## config.mk

```make
export PLATFORM = sky130hd
export DESIGN_NAME = uart_tx_param
export DESIGN_NICKNAME = d
export VERILOG_FILES = /design/src/rtl/uart_tx_param.sv
export SDC_FILE = /design/constraint.sdc
export NUM_CORES = 1
export LEC_CHECK = 0
export BUFFER_PORTS_ARGS = -buffer_cell sky130_fd_sc_hd__buf_2
export CAP_MARGIN = 20
export CORE_MARGIN = 4
export CORE_UTILIZATION = 40
export CTS_CLUSTER_DIAMETER = 50
export CTS_CLUSTER_SIZE = 16
export DETAILED_ROUTE_END_ITERATION = 16
export PLACE_DENSITY_LB_ADDON = 0.15
export SLEW_MARGIN = 20
export SYNTH_ARGS = -nofsm -noshare
export SYNTH_HDL_FRONTEND = slang
export SYNTH_SLANG_ARGS = --single-unit
export TNS_END_PERCENT = 10
```

## constraint.sdc

```tcl
create_clock -name clk -period 5 [get_ports clk]
set_input_delay 0.25 -clock clk [delete_from_list [all_inputs] [get_ports clk]]
set_output_delay 0.25 -clock clk [all_outputs]
set_load 0.005 [all_outputs]
```

## src/rtl/uart_tx_param.sv

```systemverilog
// Parametrised UART transmitter: write-side FIFO, configurable data/parity/stop
// format, cts-gated frame start and rts/busy status.
module uart_tx_param #(
  parameter int DATA_BITS  = 8,
  parameter int CLK_DIV    = 16,
  parameter int PARITY     = 0,
  parameter int STOP_BITS  = 1,
  parameter int FIFO_DEPTH = 4
) (
  input  logic                 clk,
  input  logic                 rst,
  input  logic                 wr_en,
  input  logic [DATA_BITS-1:0] wr_data,
  input  logic                 cts,
  output logic                 full,
  output logic                 overflow,
  output logic                 rts,
  output logic                 busy,
  output logic                 txd
);
  localparam int AW = $clog2(FIFO_DEPTH);
  localparam int CW = AW + 1;
  localparam int TW = $clog2(CLK_DIV);
  localparam int BW = $clog2(DATA_BITS);
  localparam logic [TW-1:0] RELOAD = TW'(CLK_DIV - 1);

  typedef enum logic [2:0] {S_IDLE, S_START, S_DATA, S_PAR, S_STOP} state_t;

  logic [DATA_BITS-1:0] r_mem [FIFO_DEPTH];
  logic [AW-1:0]        r_wptr, r_rptr;
  logic [CW-1:0]        r_count;
  logic                 r_overflow, r_ne_d;

  state_t               r_state, w_state_nx;
  logic [TW-1:0]        r_timer, w_timer_nx;
  logic [BW-1:0]        r_bitcnt, w_bit_nx;
  logic [DATA_BITS-1:0] r_shift, w_shift_nx;
  logic                 r_par, w_par_nx;
  logic                 r_txd, r_busy, r_rts;
  logic                 w_push, w_pop, w_empty, w_tick, w_txd_nx;

  assign full     = (r_count == CW'(FIFO_DEPTH));
  assign w_empty  = (r_count == '0);
  assign w_push   = wr_en && !full;
  assign w_tick   = (r_timer == '0);
  assign overflow = r_overflow;
  assign txd      = r_txd;
  assign busy     = r_busy;
  assign rts      = r_rts;

  always_ff @(posedge clk) begin
    if (w_push) r_mem[r_wptr] <= wr_data;
  end

  // A write while full is dropped even if the head is popped this cycle.
  always_ff @(posedge clk or posedge rst) begin
    if (rst) begin
      r_wptr     <= '0;
      r_rptr     <= '0;
      r_count    <= '0;
      r_overflow <= 1'b0;
    end else begin
      r_overflow <= wr_en && full;
      if (w_push) r_wptr <= r_wptr + AW'(1);
      if (w_pop)  r_rptr <= r_rptr + AW'(1);
      case ({w_push, w_pop})
        2'b10:   r_count <= r_count + CW'(1);
        2'b01:   r_count <= r_count - CW'(1);
        default: r_count <= r_count;
      endcase
    end
  end

  always_ff @(posedge clk or posedge rst) begin
    if (rst) begin
      r_state  <= S_IDLE;
      r_timer  <= RELOAD;
      r_bitcnt <= '0;
      r_shift  <= '0;
      r_par    <= 1'b0;
    end else begin
      r_state  <= w_state_nx;
      r_timer  <= w_timer_nx;
      r_bitcnt <= w_bit_nx;
      r_shift  <= w_shift_nx;
      r_par    <= w_par_nx;
    end
  end

  always_comb begin
    w_state_nx = r_state;
    w_timer_nx = w_tick ? RELOAD : r_timer - TW'(1);
    w_bit_nx   = r_bitcnt;
    w_shift_nx = r_shift;
    w_par_nx   = r_par;
    w_pop      = 1'b0;
    w_txd_nx   = 1'b1;
    case (r_state)
      S_IDLE: begin
        w_timer_nx = RELOAD;
        if (!w_empty && cts) begin
          w_pop      = 1'b1;
          w_shift_nx = r_mem[r_rptr];
          w_par_nx   = 1'b0;
          w_bit_nx   = '0;
          w_state_nx = S_START;
        end
      end
      S_START: begin
        w_txd_nx = 1'b0;
        if (w_tick) w_state_nx = S_DATA;
      end
      S_DATA: begin
        w_txd_nx = r_shift[0];
        if (w_tick) begin
          w_shift_nx = r_shift >> 1;
          w_par_nx   = r_par ^ r_shift[0];
          if (r_bitcnt == BW'(DATA_BITS - 1)) begin
            w_bit_nx   = '0;
            w_state_nx = (PARITY != 0) ? S_PAR : S_STOP;
          end else begin
            w_bit_nx = r_bitcnt + BW'(1);
          end
        end
      end
      S_PAR: begin
        w_txd_nx = (PARITY == 1) ? ~r_par : r_par;
        if (w_tick) begin
          w_bit_nx   = '0;
          w_state_nx = S_STOP;
        end
      end
      S_STOP: begin
        if (w_tick) begin
          if (r_bitcnt == BW'(STOP_BITS - 1)) begin
            w_bit_nx = '0;
            // Chain straight into the next start bit when more data is waiting.
            if (!w_empty && cts) begin
              w_pop      = 1'b1;
              w_shift_nx = r_mem[r_rptr];
              w_par_nx   = 1'b0;
              w_state_nx = S_START;
            end else begin
              w_state_nx = S_IDLE;
            end
          end else begin
            w_bit_nx = r_bitcnt + BW'(1);
          end
        end
      end
      default: w_state_nx = S_IDLE;
    endcase
  end

  // rts uses a delayed non-empty flag so it rises together with busy.
  always_ff @(posedge clk or posedge rst) begin
    if (rst) begin
      r_txd  <= 1'b1;
      r_busy <= 1'b0;
      r_rts  <= 1'b0;
      r_ne_d <= 1'b0;
    end else begin
      r_txd  <= w_txd_nx;
      r_busy <= (r_state != S_IDLE);
      r_ne_d <= !w_empty;
      r_rts  <= (r_state != S_IDLE) || r_ne_d;
    end
  end
endmodule
```

==> results.cfg <==
[run_status]
status = completed

[cells_and_area]
drive_gt1_share_pct = 33.6
final_common_cell = edfxtp_1
layout_common_cells = edfxtp_1, dfrtp_1, buf_2
final_core_util_pct = 47.2
num_antenna_cells = 0
layout.nets = 237
stdcell_count = 316
area_growth_pct = 12.1
fillers = 618

[worst_setup_path]
cp_cell_sequence = inv_1, ha_1, or3b_1, o21ai_4, and2_2, ha_1, inv_1, fa_1, xor2_1, nor2_1, xor2_1
slowest_stage = or3b_1
cp.required_ns = 5.27
cp_max_fo = 7
worst-endpoint-arrival_ns = 3.06
path_buf_inv = 2
critPathMaxStageDelay_ns = 0.52
end_kind = flop
critPathKind = flop to flop
startpoint_type = flop
crit_family = simple AND/OR/NAND/NOR gates

[power_and_ir_drop]
power_density_mw_per_mm2 = 548
p_leak_nw = 1.34
peakVddDrop_v = 0.000239

[clock_tree]
cts_setup_buffers = 0
holdBufCountCts = 1
cts_buffer_depth = 2
clock_sinks = 63
cts_tree = yes
clk_latency_ns = 0.34
cts_resized = 0
clkTransAtPathRegs_ns = 0.07
clockRootBuffer = clkbuf_8
htree_levels = 3
cts_made_buffers = 9

[drt]
met3_length_um = 186
met1_length_um = 2190
drc = 0
routed.top_layer = met4
vias = 1591
wl_met2_um = 2450
drtPass1Iterations = 4
drt_iter0_markers = 69
ant_nets = 0
routed_wl_um = 4930
wl_per_cell_um = 15.6
via_per_inst = 5.03

[synthesis]
netlist_area_mm2 = 0.00292
synth-main-ff-cell = edfxtp_1
syn_nets = 217
ys_warn_count = 0
ys_seq_area_share_pct = 59.7
async_flop_share_pct = 49.2
syn_inst = 195
synth_edf_count = 32
syn_avg_cell_area_um2 = 15.0
ys_ff_latch = 63
synth_cell_types = 53

[grt]
grt_pass1_wl_um = 8300
grt_max_degree = 32
overflow = 0
track_usage_pct = 12.8
antenna_found_initial = 0
grt_pass1_vias = 1693

[die]
die_h_um = 93.4
start_util_pct = 42.1
core_mm2 = 0.00694
dieArea_mm2 = 0.00873
fp-row-count = 30
boundaryPins = 17
dieWidth_um = 93.4

[placement]
gp_congestion = 0.767
port_buffers = 16
place_ws_ns = 2.24
hpwl_um = 3340
dp.cells = 299

[sta]
rsz0062_at_grt = false
slew_violations = 0
layout_setup_ws_ns = 2.21
slew-limit-headroom_pct = 59.4
fmax_mhz = 358
final_hold_viol_count = 0
setup_viol_count_final = 0
finalCriticalPeriod_ns = 2.79
timing.final.crit_share_pct = 55.8
clock_skew_ns = 0.00596
setup_tns_ns = 0
hold_ws_ns = 0.128
worst_pin_slew_ns = 0.609

[min_path]
hold_class = primary input to flop

[flow_run]
maxCapViolCount = 0
stage by stage:
| step | cell area (um^2) | total power, mW |
|---|---|---|
| global placement | 3060 | 1.34 |
| detailed placement | 3060 | 1.37 |
| finish | 3270 | 1.79 |
| global route | 3270 | 1.92 |
| floorplan | 2920 | 1.25 |
| CTS | 3270 | 1.82 |
cells in the mapped netlist, types with 2 or more instances:
| cell type | count | area, um^2 |
|---|---|---|
| o21ai_0 | 5 | 25.0 |
| nand3_1 | 3 | 15.0 |
| or2_2 | 4 | 25.0 |
| clkbuf_1 | 3 | 11.3 |
| xnor2_1 | 4 | 35.0 |
| nor2_1 | 7 | 26.3 |
| xor2_1 | 4 | 35.0 |
| mux2_4 | 8 | 120 |
| nor2_2 | 2 | 12.5 |
| a22oi_1 | 2 | 15.0 |
| mux4_1 | 3 | 78.8 |
| nand3b_1 | 2 | 15.0 |
| and3_1 | 5 | 31.3 |
| mux4_2 | 5 | 113 |
| a21oi_1 | 3 | 15.0 |
| ha_1 | 9 | 113 |
| buf_6 | 2 | 22.5 |
| inv_1 | 14 | 52.6 |
| mux2_2 | 9 | 101 |
| dfrtp_1 | 26 | 651 |
| or3_1 | 2 | 12.5 |
| dfstp_2 | 5 | 131 |
| nand2_1 | 5 | 18.8 |
| nor3_1 | 3 | 15.0 |
| edfxtp_1 | 32 | 961 |
worst paths after layout:
kind / from / endpoint / slack [ns] / cells after the start
max: r_timer[0] / r_count[2] / 2.21 / 11
min in group asynchronous: rst / r_count[0] / 0.52 / 4
min: wr_data[6] / r_mem[3][6] / 0.13 / 1
min reg2reg: r_ne_d / rts / 0.44 / 1
max in group asynchronous: rst / txd / 4.14 / 4
max reg2reg: r_timer[0] / r_count[2] / 2.21 / 11
sequential cells by signal, summed over array words and instances, names as in the netlist, 2 cells and up:
name      flops
r_timer       4
r_wptr        2
r_count       3
r_bitcnt      3
r_state       3
r_rptr        2
r_mem        32
r_shift       8
worst reg2reg max path: stages, from the launching register on:
cell and delay (ns):
dfstp_2 0.38, inv_1 0.07, ha_1 0.22, or3b_1 0.52, o21ai_4 0.29, and2_2 0.23
ha_1 0.19, inv_1 0.06, fa_1 0.37, xor2_1 0.15, nor2_1 0.11, xor2_1 0.15
report_power, final:
group | switching [mW] | leakage, nW | internal [mW] | total (mW)
Clock | 0.207 | 0.0964 | 0.235 | 0.442
Combinational | 0.217 | 0.580 | 0.286 | 0.504
Sequential | 0.133 | 0.660 | 0.715 | 0.848
Total | 0.558 | 1.34 | 1.24 | 1.79
final cells by class:
class	count	area, um^2	area share, %
flip-flops and latches	63	1740	53.2
repair buffers	18	97.6	2.98
well taps	96	120	3.67
clock inverters	7	80.1	2.45
inverters	14	52.6	1.60
multi-input cells	109	1060	32.3
clock buffers	9	124	3.78
metal layers:
layer | track usage, % | vias to the layer above
met5 | 0 | -
met2 | 19.7 | 30
met4 | 5.74 | 0
met3 | 4.42 | 9
li1 | - | 755
met1 | 16.2 | 797
cell families after synthesis:
logic type	share of synthesized area, %
flops	59.7
xor+xnor	2.40
simple gates	8.53
mux	14.1
compound gates	6.60
fa+ha+maj	4.54
buf+inv	4.11
No activity file was read; power rests on OpenSTA's default activity.
